## src/rtl/noc_flit_unpacker.sv

```systemverilog
// Parses header+payload packets from a first-word-fall-through FIFO; forwards packets for NODE_ID, drops and counts the rest.
// Latency: a payload word popped in cycle N is presented at N+1; pkt_done/pkt_err/drop_cnt update on the edge of the completing pop.
// Backpressure: an unaccepted full output register stalls payload pops. Define UNPACK_CHECKSUM_EN for the trailing XOR check word.
module noc_flit_unpacker #(
   parameter int         DATA_WIDTH = 32,
   parameter int         MAX_LEN    = 16,
   parameter logic [7:0] NODE_ID    = 8'd0
) (
   input  logic                  read_clk,
   input  logic                  read_reset,
   input  logic [DATA_WIDTH-1:0] fifo_data,
   input  logic                  fifo_empty,
   output logic                  fifo_inc,
   output logic                  out_valid,
   input  logic                  out_ready,
   output logic [DATA_WIDTH-1:0] out_data,
   output logic                  out_first,
   output logic                  out_last,
   output logic [7:0]            out_src,
   output logic                  pkt_done,
   output logic                  pkt_err,
   output logic [15:0]           drop_cnt
);
   localparam logic [7:0] MAX_LEN_B = 8'(MAX_LEN);

`ifdef UNPACK_CHECKSUM_EN
   typedef enum logic [1:0] {HDR, PAY, DROP, CHK} state_t;
`else
   typedef enum logic [1:0] {HDR, PAY, DROP} state_t;
`endif

   state_t     state, state_nxt;
   logic [7:0] rem, rem_nxt;
   logic [7:0] src_q, src_nxt;
   logic       first_q, first_nxt;
   logic       pop, load, done_nxt, err_nxt;
   logic [7:0] hdr_dest, hdr_src, hdr_len;
`ifdef UNPACK_CHECKSUM_EN
   logic [DATA_WIDTH-1:0] chk_acc, chk_acc_nxt;
   logic                  drop_pend, drop_pend_nxt;
`endif

   assign hdr_dest = fifo_data[31:24];
   assign hdr_src  = fifo_data[23:16];
   assign hdr_len  = fifo_data[15:8];
   assign fifo_inc = pop;

   always_comb begin
      pop = 1'b0;
      case (state)
         HDR, DROP: pop = !fifo_empty;
         PAY:       pop = !fifo_empty && (!out_valid || out_ready);
`ifdef UNPACK_CHECKSUM_EN
         CHK:       pop = !fifo_empty;
`endif
         default:   pop = 1'b0;
      endcase
   end

   always_comb begin
      state_nxt = state;
      rem_nxt   = rem;
      src_nxt   = src_q;
      first_nxt = first_q;
      load      = 1'b0;
      done_nxt  = 1'b0;
      err_nxt   = 1'b0;
`ifdef UNPACK_CHECKSUM_EN
      chk_acc_nxt   = chk_acc;
      drop_pend_nxt = drop_pend;
`endif
      if (pop) begin
         case (state)
            HDR: begin
               rem_nxt = hdr_len;
`ifdef UNPACK_CHECKSUM_EN
               chk_acc_nxt   = fifo_data;
               drop_pend_nxt = 1'b0;
`endif
               if (hdr_len == 8'd0) begin
`ifdef UNPACK_CHECKSUM_EN
                  // Even an empty packet carries a check word that must be skipped.
                  state_nxt     = CHK;
                  drop_pend_nxt = 1'b1;
`else
                  done_nxt = 1'b1;
                  err_nxt  = 1'b1;
`endif
               end else if (hdr_len > MAX_LEN_B || hdr_dest != NODE_ID) begin
                  state_nxt = DROP;
               end else begin
                  state_nxt = PAY;
                  src_nxt   = hdr_src;
                  first_nxt = 1'b1;
               end
            end
            PAY: begin
               load      = 1'b1;
               first_nxt = 1'b0;
               if (rem != 8'd0) rem_nxt = rem - 8'd1;
`ifdef UNPACK_CHECKSUM_EN
               chk_acc_nxt = chk_acc ^ fifo_data;
`endif
               if (rem == 8'd1) begin
`ifdef UNPACK_CHECKSUM_EN
                  state_nxt = CHK;
`else
                  state_nxt = HDR;
                  done_nxt  = 1'b1;
`endif
               end
            end
            DROP: begin
               if (rem != 8'd0) rem_nxt = rem - 8'd1;
               if (rem == 8'd1) begin
`ifdef UNPACK_CHECKSUM_EN
                  state_nxt     = CHK;
                  drop_pend_nxt = 1'b1;
`else
                  state_nxt = HDR;
                  done_nxt  = 1'b1;
                  err_nxt   = 1'b1;
`endif
               end
            end
`ifdef UNPACK_CHECKSUM_EN
            CHK: begin
               state_nxt = HDR;
               done_nxt  = 1'b1;
               err_nxt   = drop_pend || (fifo_data != chk_acc);
            end
`endif
            default: state_nxt = HDR;
         endcase
      end
   end

   always_ff @(posedge read_clk) begin
      if (read_reset) begin
         state     <= HDR;
         rem       <= 8'd0;
         src_q     <= 8'd0;
         first_q   <= 1'b0;
         out_valid <= 1'b0;
         out_data  <= '0;
         out_first <= 1'b0;
         out_last  <= 1'b0;
         out_src   <= 8'd0;
         pkt_done  <= 1'b0;
         pkt_err   <= 1'b0;
         drop_cnt  <= 16'd0;
`ifdef UNPACK_CHECKSUM_EN
         chk_acc   <= '0;
         drop_pend <= 1'b0;
`endif
      end else begin
         state    <= state_nxt;
         rem      <= rem_nxt;
         src_q    <= src_nxt;
         first_q  <= first_nxt;
         pkt_done <= done_nxt;
         pkt_err  <= err_nxt;
`ifdef UNPACK_CHECKSUM_EN
         chk_acc   <= chk_acc_nxt;
         drop_pend <= drop_pend_nxt;
`endif
         if (done_nxt && err_nxt && drop_cnt != 16'hFFFF) drop_cnt <= drop_cnt + 16'd1;
         // src travels with each word so a next-header pop cannot disturb a stalled word.
         if (load) begin
            out_valid <= 1'b1;
            out_data  <= fifo_data;
            out_first <= first_q;
            out_last  <= (rem == 8'd1);
            out_src   <= src_q;
         end else if (out_ready) begin
            out_valid <= 1'b0;
         end
      end
   end
endmodule

```

## config.mk

```make
export PLATFORM = sky130hd
export DESIGN_NAME = noc_flit_unpacker
export DESIGN_NICKNAME = d
export VERILOG_FILES = /design/src/rtl/noc_flit_unpacker.sv
export SDC_FILE = /design/constraint.sdc
export NUM_CORES = 1
export LEC_CHECK = 0
export CORE_UTILIZATION = 48
export CTS_CLUSTER_DIAMETER = 200
export DETAILED_ROUTE_END_ITERATION = 7
export GPL_TIMING_DRIVEN = 0
export PLACE_DENSITY_LB_ADDON = 0.3
export RECOVER_POWER = 25
export SLEW_MARGIN = 20
export SYNTH_ARGS = -nofsm -noshare
export SYNTH_HDL_FRONTEND = slang
export SYNTH_SLANG_ARGS = --single-unit
```

## constraint.sdc

```tcl
create_clock -name read_clk -period 2.4 [get_ports read_clk]
set_clock_uncertainty 0.1 [all_clocks]
set_input_delay 0.36 -clock read_clk [delete_from_list [all_inputs] [get_ports read_clk]]
set_output_delay 0.36 -clock read_clk [all_outputs]
set_load 0.01 [all_outputs]
```

* Word-level counts from Yosys, hierarchy flattened
Cells that the tools add are included.
Word-level totals: output and inout bits 62, logic and storage cells 65, bits of input ports 36, bits in registers 80
Operators by class: bitwise operators 2, add/sub/neg operators 2, eq/ne operators 8, reductions and logical operators 20, multiplexer cells 20, magnitude comparators 1
Operators with widths (count):
- $add 16x1->16 const B | 1
- $ne 16x16->1 const B | 1
- $pmux 8 s2 | 1
- $reduce_bool 8->1 | 2
- $mux 1 | 10
- $eq 8x1->1 const B | 1
- $gt 8x5->1 const B | 1
- $logic_not 8->1 | 1
- $mux 8 | 1
- $pmux 1 s2 | 4
- $reduce_and 4->1 | 2
- $sub 8x1->8 const B | 1
- $mux 2 | 3
- $reduce_and 3->1 | 2
- $reduce_bool 2->1 | 3
- $ne 2x1->1 const B | 2
- $ne 2x2->1 const B | 2
- $pmux 2 s2 | 1
- $reduce_or 2->1 | 2
- $logic_and 1x1->1 | 3
- $eq 2x1->1 const B | 1
- $eq 2x2->1 const B | 1
- $logic_not 1->1 | 2
- $logic_not 2->1 | 1
- other kinds (2) | 4

* Longest topological paths before layout
Gate-level depths: netlist (run 1).
word-level depth 7, depth in mapped cells 9

* Worst setup path before layout (run 1)
Ideal clock, no wire load.
kind reg-to-reg, start reg state[0], end reg src_q[0], path slack 0.322 ns, setup time 0.128 ns, clock period less this slack 2.078 ns, stages on the path, launching flop included 7, data arrival time 1.850 ns, cells stage by stage dfxtp_1 > ha_1 > nor2_1 > nand2_1 > nor4_4 > mux2i_1 > nor2_1
On the way: word-level cells in the longest chain between the ends 4, elaborated cells on any way between the ends 6, those cells by class eq/ne: 2; mux: 1; reduce/logical: 3
Ends and longest elaborated chain:
- start: declaration | RTL line 32 | state_t state, state_nxt;
- start signal: assignment | RTL line 157 | state <= state_nxt;
- $eq 2x2->1 / $logic_not 2->1 (equally long branches) | RTL line 50, 73
- $reduce_or 2->1 | RTL line 50 | case (state)
- $pmux 1 s2 | RTL line 50
- $reduce_and 4->1 (no source line) *
- end signal: assignment | RTL line 159 | src_q <= src_nxt;
- end: declaration | RTL line 34 | logic [7:0] src_q, src_nxt;
Mark *: on every way between the ends. The rest lies on a longest branch, timed or not. A chain may end at the register's enable or synchronous reset.

* Final worst setup path (run 1)
start in out_ready, end out fifo_inc
On the way: word-level cells in the longest chain between the ends 3
Ends and longest elaborated chain:
- start: declaration | RTL line 15 | input logic out_ready,
- $logic_or 1x1->1 | RTL line 52 | PAY: pop = !fifo_empty && (!out_valid || out_ready);
- $logic_and 1x1->1 | RTL line 52
- $pmux 1 s2 | RTL line 50
- end: declaration | RTL line 13 | output logic fifo_inc,
Every way passes these cells.

==> results.sh, run 1 <==
export IMPL_placed_area_um2=4580
export IMPL_use_met3_pct=6.64
export IMPL_whs_endpoint="out_data[15]$_SDFFE_PP0P_"
export IMPL_period_minus_slack_ns=2.32
export IMPL_ant_nets=0
export IMPL_cts_buffer_depth=2
export IMPL_worstHoldPathCells=3
export IMPL_drv_cap=0
export IMPL_coreArea_um2=6910
export IMPL_ios=98
export IMPL_required_ns=1.94
export IMPL_grt_max_degree=15
export IMPL_r2r_cells=8
export IMPL_crit_type="input pin to output port"
export IMPL_portBuffers=97
export IMPL_yosysMostFrequentCell="nand2_1"
export IMPL_clock_sinks=80
export IMPL_p_comb_share_pct=12.8
export IMPL_synth_edf_count=0
export IMPL_slew_headroom_pct=60.5
export IMPL_worstHoldStart="fifo_data[15]"
export IMPL_grt_antenna_before_repair=0
export IMPL_startpoint_type="input pin"
export IMPL_met2_usage_pct=43.0
export IMPL_synthDistinctLibCells=49
export IMPL_cp_arrival_ns=1.86
export IMPL_postLayoutCoreUtil_pct=71.0
export IMPL_numCtsBuffers=9
export IMPL_cellPowerDensity_nw_per_um2=595
export IMPL_grt_pass1_wl_mm=15.0
export IMPL_finalNetCount=580
export IMPL_drtIter0Drc=228
export IMPL_reg2reg_to="drop_cnt[4]$_SDFFE_PP0P_"
export IMPL_clk_latency_ns=0.35
export IMPL_syn_to_final_growth_pct=40.7
export IMPL_startpoint="out_ready"
export IMPL_htreeDepth=3
export IMPL_cts_root_buf="clkbuf_8"
export IMPL_avgViaCountPerCell=5.51
export IMPL_seqCellArea_um2=1600
export IMPL_syn_area_per_cell_um2=8.16
export IMPL_outcome="finished clean"
export IMPL_p_sw_share_pct=25.7
export IMPL_dr_pass1_iters=4
export IMPL_synth_fp_nets=470
export IMPL_die_h_um=87.2
export IMPL_n_antenna_cell=0
export IMPL_start_util_pct=50.5
export IMPL_intPower_mw=2.17
export IMPL_routed_wl_mm=9.43
export IMPL_grt_total_usage_pct=25.7
export IMPL_die_w_um=87.2
export IMPL_ys_seq_elements=80
export IMPL_stdcell_area_um2=4900
export IMPL_drv_slew=0
export IMPL_grt_pass1_vias=3279
export IMPL_path_delay_family="buffers and inverters"
export IMPL_clockPowerShare_pct=39.8
export IMPL_synth_warnings=0
export IMPL_path_clk_slew_ns=0.08
export IMPL_yosys_top_cells_area="dfxtp_1 (46%), nand2_1 (12%), a21oi_1 (9.5%)"
export IMPL_crit_chain="clkdlybuf4s50_1, nand2b_1, a211o_1, nand2_1, inv_1, dlygate4sd2_1"
export IMPL_min_period_over_period_pct=96.6
export IMPL_layout_drive_gt1_share_pct=7.56
export IMPL_worstSetupEndpointType="output port"
export IMPL_globalRouteMet1Util_pct=31.0
export IMPL_synth_top_area_cell="dfxtp_1"
export IMPL_cts_tree="done"
export IMPL_synthArstFlopShare_pct=0
export IMPL_p_seq_share_pct=47.5
export IMPL_path_max_fanout=5
export IMPL_grt_ovfl_total=0
export IMPL_setup_violations=0
export IMPL_hpwl_mm=6.85
export IMPL_vias=3515
export IMPL_synth_top_area_share_pct=45.9
export IMPL_r2r_slack_ns=0.21
export IMPL_worst_pin_slew_ns=0.587
export IMPL_dieArea_um2=7610
export IMPL_slowest_stage="clkdlybuf4s50_1"
export IMPL_routedWlPerCell_um=14.8
export IMPL_synthesis_area_um2=3490
export IMPL_irDropWorstVdd_mv=0.406
export IMPL_ys_seq_area_share_pct=45.9
export IMPL_hold_class="input pin to flop"
export IMPL_fmax_mhz=431
export IMPL_multi_input_area_um2=1810
export IMPL_rsz0062_at_grt="no"
export IMPL_route_detailed_drc=0
export IMPL_n_fill_cell=558
export IMPL_rows=30
export IMPL_hold_violations=0
export IMPL_p_leak_nw=1.76
export IMPL_switching_power_uw=751
export IMPL_synthTopCellsByCount="nand2_1 (107), dfxtp_1 (80), a21oi_1 (66)"
export IMPL_synthCells=427
export IMPL_ys_flop_type="dfxtp_1"
export IMPL_path_buf_inv=3
export IMPL_total_power_mw=2.92
export IMPL_finalWeightedCongestion=0.833
export IMPL_max_stage_delay_ns=0.39
export IMPL_r2r_start="state[0]$_SDFFE_PP0P_"
export IMPL_top_usage_layer="met2"
[cell type report]
type | count | area share, %
repair buffers | 100 | 20.5
flip-flops and latches | 80 | 32.7
plain buffers | 22 | 1.91
clock inverters | 5 | 1.79
clock buffers | 11 | 3.09
inverters | 9 | 0.689
multi-input cells | 315 | 36.8
well taps | 96 | 2.45
[through the flow]
step	TNS [ns]	instances	hold WS (ns)	worst slack (ns)
after floorplan	0	427	0.331	0.322
after global placement	-16.25	620	0.339	-0.350
after detailed placement	-20.86	620	0.344	-0.420
after CTS	0	637	0.356	0.00450
after global routing	0	638	0.327	0.00492
final	0	638	0.303	0.0818
[cells in the final DEF, fill, tap and decap left out, types with 4 or more instances in the layout]
master,count
clkdlybuf4s50_1,60
nand2_1,107
nor2_1,19
ha_1,5
clkbuf_8,11
inv_1,8
nor4_1,4
a211oi_1,4
dlygate4sd3_1,35
or3_1,12
clkbuf_1,17
nand3_1,10
a21oi_1,66
dfxtp_1,78
o21ai_0,14
mux2i_1,9
nand4_1,6
[cell families (layout without fill, tap and decap cells)]
logic type,count (synthesis),count (layout),synth area share [%]
AO/OA/AOI/OAI,103,103,16.8
XOR/XNOR,5,5,1.26
adder cells (fa/ha/maj),7,7,2.51
buffers and inverters,32,147,3.63
flip-flops,80,80,45.9
multiplexers,12,12,3.55
AND/OR/NAND/NOR,188,188,26.3
[worst reg2reg max path: stages, from the launching register on]
cell and delay, ns:
dfxtp_2 0.34, ha_1 0.27, nor2_4 0.22, nand4_2 0.19, a21bo_2 0.26, buf_2 0.18
clkbuf_2 0.20, o21ai_0 0.21, a21oi_1 0.08
[layer usage]
layer  share of wire [%]  up-vias
met2                  49      127
li1                    -     1722
met4                 2.0        0
met3                 7.8       16
met5                   0        -
met1                  41     1650
[worst max path at each step]
stage | end | slack [ns] | cells after the start
after detailed placement | out_data[28]$_SDFFE_PP0P_ | -0.42 | 6
after global placement | drop_cnt[3]$_SDFFE_PP0P_ | -0.35 | 8
after global routing | drop_cnt[9]$_SDFFE_PP0P_ | 0.005 | 8
after floorplan | src_q[0]$_SDFFE_PP0P_ | 0.32 | 6
after CTS | out_data[28]$_SDFFE_PP0P_ | 0.005 | 7
final | fifo_inc | 0.08 | 6
[sequential cells by signal (all words and copies together) (netlist names)]
| register | count |
|---|---|
| state | 2 |
| first_q | 1 |
| out_last | 1 |
| src_q | 8 |
| pkt_done | 1 |
| out_valid | 1 |
| out_first | 1 |
| drop_cnt | 16 |
| out_data | 32 |
| out_src | 8 |
| rem | 8 |
| pkt_err | 1 |
[power by group through the flow]
stage	clock [mW]	sequential (mW)	combinational, mW
after floorplan	0	1.41	0.219
after global placement	0	1.41	0.341
after detailed placement	0	1.41	0.355
after CTS	1.17	1.38	0.360
after global routing	1.22	1.39	0.412
final	1.16	1.38	0.373
[what timing repair did]
| action | in CTS | in global routing |
|---|---|---|
| resized for setup | 5 | 12 |
| setup buffers | 1 | 2 |
| endpoints found under the setup margin | 49 | 60 |
| hold buffers | 0 | 0 |
| pin swaps | 1 | 3 |
Note: power is estimated with default switching activity, not from simulation.
==> run 2: changes to the inputs <==
==> constraint.sdc (replaced) <==
create_clock -name read_clk -period 2.4 [get_ports read_clk]
set_clock_uncertainty 0.1 [all_clocks]
set_input_delay 0.6 -clock read_clk [delete_from_list [all_inputs] [get_ports read_clk]]
set_output_delay 0.6 -clock read_clk [all_outputs]
set_load 0.01 [all_outputs]
==> run 2 against run 1 <==
Against the previous run:
- via count increased by 1.1%
- first-iteration DRC count decreased by 24%
- sequential cell count unchanged
- clock-buffer cell count unchanged
- core utilization increased by 1.1 points
- final cell count increased by 0.78%
- sequential power about the same
- combinational power increased by 4%
- die area unchanged
- critical path type is now input pin to flop
- critical endpoint is now src_q[7]$_SDFFE_PP0P_
- highest routed layer unchanged
==> results.sh, run 2 (synthesis results as in run 1) <==
export IMPL_outcome="finished clean"
export IMPL_placed_area_um2=4580
export IMPL_syn_to_final_growth_pct=42.8
export IMPL_top_regs="out_data: 32 flops, drop_cnt: 16 flops"
export IMPL_start_util_pct=50.5
export IMPL_route_detailed_drc=0
export IMPL_stdcell_area_um2=4980
export IMPL_coreArea_um2=6910
export IMPL_dieArea_um2=7610
export IMPL_routed_wl_mm=9.62
export IMPL_slew_headroom_pct=60.9
export IMPL_grt_antenna_before_repair=0
export IMPL_required_ns=2.54
export IMPL_crit_chain="clkdlybuf4s50_1, nor4_1, nand2_1, nor4_4, buf_12, mux2i_1, nor2_1"
export IMPL_numCtsBuffers=9
export IMPL_postLayoutCoreUtil_pct=72.1
export IMPL_ant_nets=0
export IMPL_regMostFlops="out_data"
export IMPL_postCtsHoldBufs=0
export IMPL_path_clk_slew_ns=0.08
export IMPL_ios=98
export IMPL_hpwl_mm=6.85
export IMPL_drv_slew=0
export IMPL_worst_pin_slew_ns=0.581
export IMPL_path_buf_inv=2
export IMPL_routedWlPerCell_um=15.0
export IMPL_grt_pass1_wl_mm=15.3
export IMPL_grt_total_usage_pct=26.1
export IMPL_clk_latency_ns=0.35
export IMPL_die_w_um=87.2
export IMPL_wl_met3_um=787
export IMPL_max_stage_delay_ns=0.55
export IMPL_drtIter0Drc=174
export IMPL_cts_root_buf="clkbuf_8"
export IMPL_portBuffers=97
export IMPL_slowest_stage="nor4_1"
export IMPL_grt_ovfl_total=0
export IMPL_most_common_layout_cells="nand2_1 (106), dfxtp_1 (78), a21oi_1 (66), clkdlybuf4s50_1 (56), dlygate4sd3_1 (31)"
export IMPL_setup_violations=0
export IMPL_hold_violations=0
export IMPL_min_period_over_period_pct=99.2
export IMPL_finalWeightedCongestion=0.833
export IMPL_irDropWorstVdd_mv=0.407
export IMPL_htreeDepth=3
export IMPL_grt_pass1_vias=3340
export IMPL_rows=30
export IMPL_finalNetCount=585
export IMPL_die_h_um=87.2
export IMPL_fmax_mhz=420
export IMPL_path_delay_family="simple AND/OR/NAND/NOR gates"
export IMPL_startpoint_type="input pin"
export IMPL_vias=3554
export IMPL_timing_hold_ws_ns=0.353
export IMPL_crit_type="input pin to flop"
export IMPL_wl_met1_mm=3.94
export IMPL_path_max_fanout=8
export IMPL_layout_drive_gt1_share_pct=10.6
export IMPL_topRoutingLayerUsed="met4"
export IMPL_cellPowerDensity_nw_per_um2=589
export IMPL_grt_max_degree=15
export IMPL_rsz0062_at_grt="yes"
export IMPL_route_met2_wl_mm=4.71
export IMPL_total_power_mw=2.93
export IMPL_hold_class="flop to flop"
export IMPL_period_minus_slack_ns=2.38
export IMPL_p_leak_nw=1.80
export IMPL_worstSetupEndpointType="flop"
export IMPL_clock_sinks=80
export IMPL_cts_buffer_depth=2
export IMPL_largest_reg_flops=32
export IMPL_avgViaCountPerCell=5.53
export IMPL_final_common_cell="nand2_1"
export IMPL_cts_tree="done"
export IMPL_n_antenna_cell=0
export IMPL_dr_pass1_iters=4
export IMPL_drv_cap=0
export IMPL_cp_arrival_ns=2.52
-- run 2: worst paths after layout --
path	startpoint	end	slack, ns	cells past startpoint
worst min register to register	out_data[7]$_SDFFE_PP0P_	out_data[7]$_SDFFE_PP0P_	0.35	2
worst min-delay path	out_data[7]$_SDFFE_PP0P_	out_data[7]$_SDFFE_PP0P_	0.35	2
worst max-delay path	fifo_data[24]	src_q[7]$_SDFFE_PP0P_	0.02	7
worst max register to register	state[0]$_SDFFE_PP0P_	out_src[5]$_SDFFE_PP0P_	0.19	8
-- run 2: area by class of cell --
cell class / instances / area, µm²
multi-input cells: 315 / 1830
well taps: 96 / 120
clock inverters: 5 / 87.6
clock buffers: 11 / 151
plain buffers: 22 / 104
flip-flops and latches: 80 / 1600
inverters: 9 / 37.5
repair buffers: 105 / 1050
fillers: 538 / 1930
-- run 2: metal layers --
layer | track usage [%] | up-vias
met2 | 44.2 | 143
li1 | - | 1722
met4 | 11.8 | 0
met1 | 31.1 | 1672
met5 | 0 | -
met3 | 6.64 | 17
-- run 2: metrics by stage --
step	cells	setup TNS [ns]	setup WS [ns]
detailed placement	620	-39.47	-0.660
global placement	620	-34.50	-0.590
finish	643	0	0.0195
CTS	642	0	0.00463
floorplan	427	0	0.229
global route	643	-0.0348	-0.0139
-- run 2: what timing repair did --
action / in CTS / in global routing
resized for setup: 22 / 25
pin swaps: 6 / 5
endpoints found under the setup margin: 62 / 63
cloned: 0 / 0
setup buffers: 6 / 2
-- run 2: power breakdown --
group	total, mW	switching [mW]	internal (mW)
logic	0.388	0.222	0.165
registers	1.38	0.0327	1.35
clock network	1.16	0.510	0.652
-- run 2: worst reg2reg max path, delay by kind of cell (launching register included) --
family          cells  cell delay (ns)
buf+inv             3             0.77
compound gates      2             0.40
simple gates        2             0.34
flops               1             0.33
fa+ha+maj           1             0.21
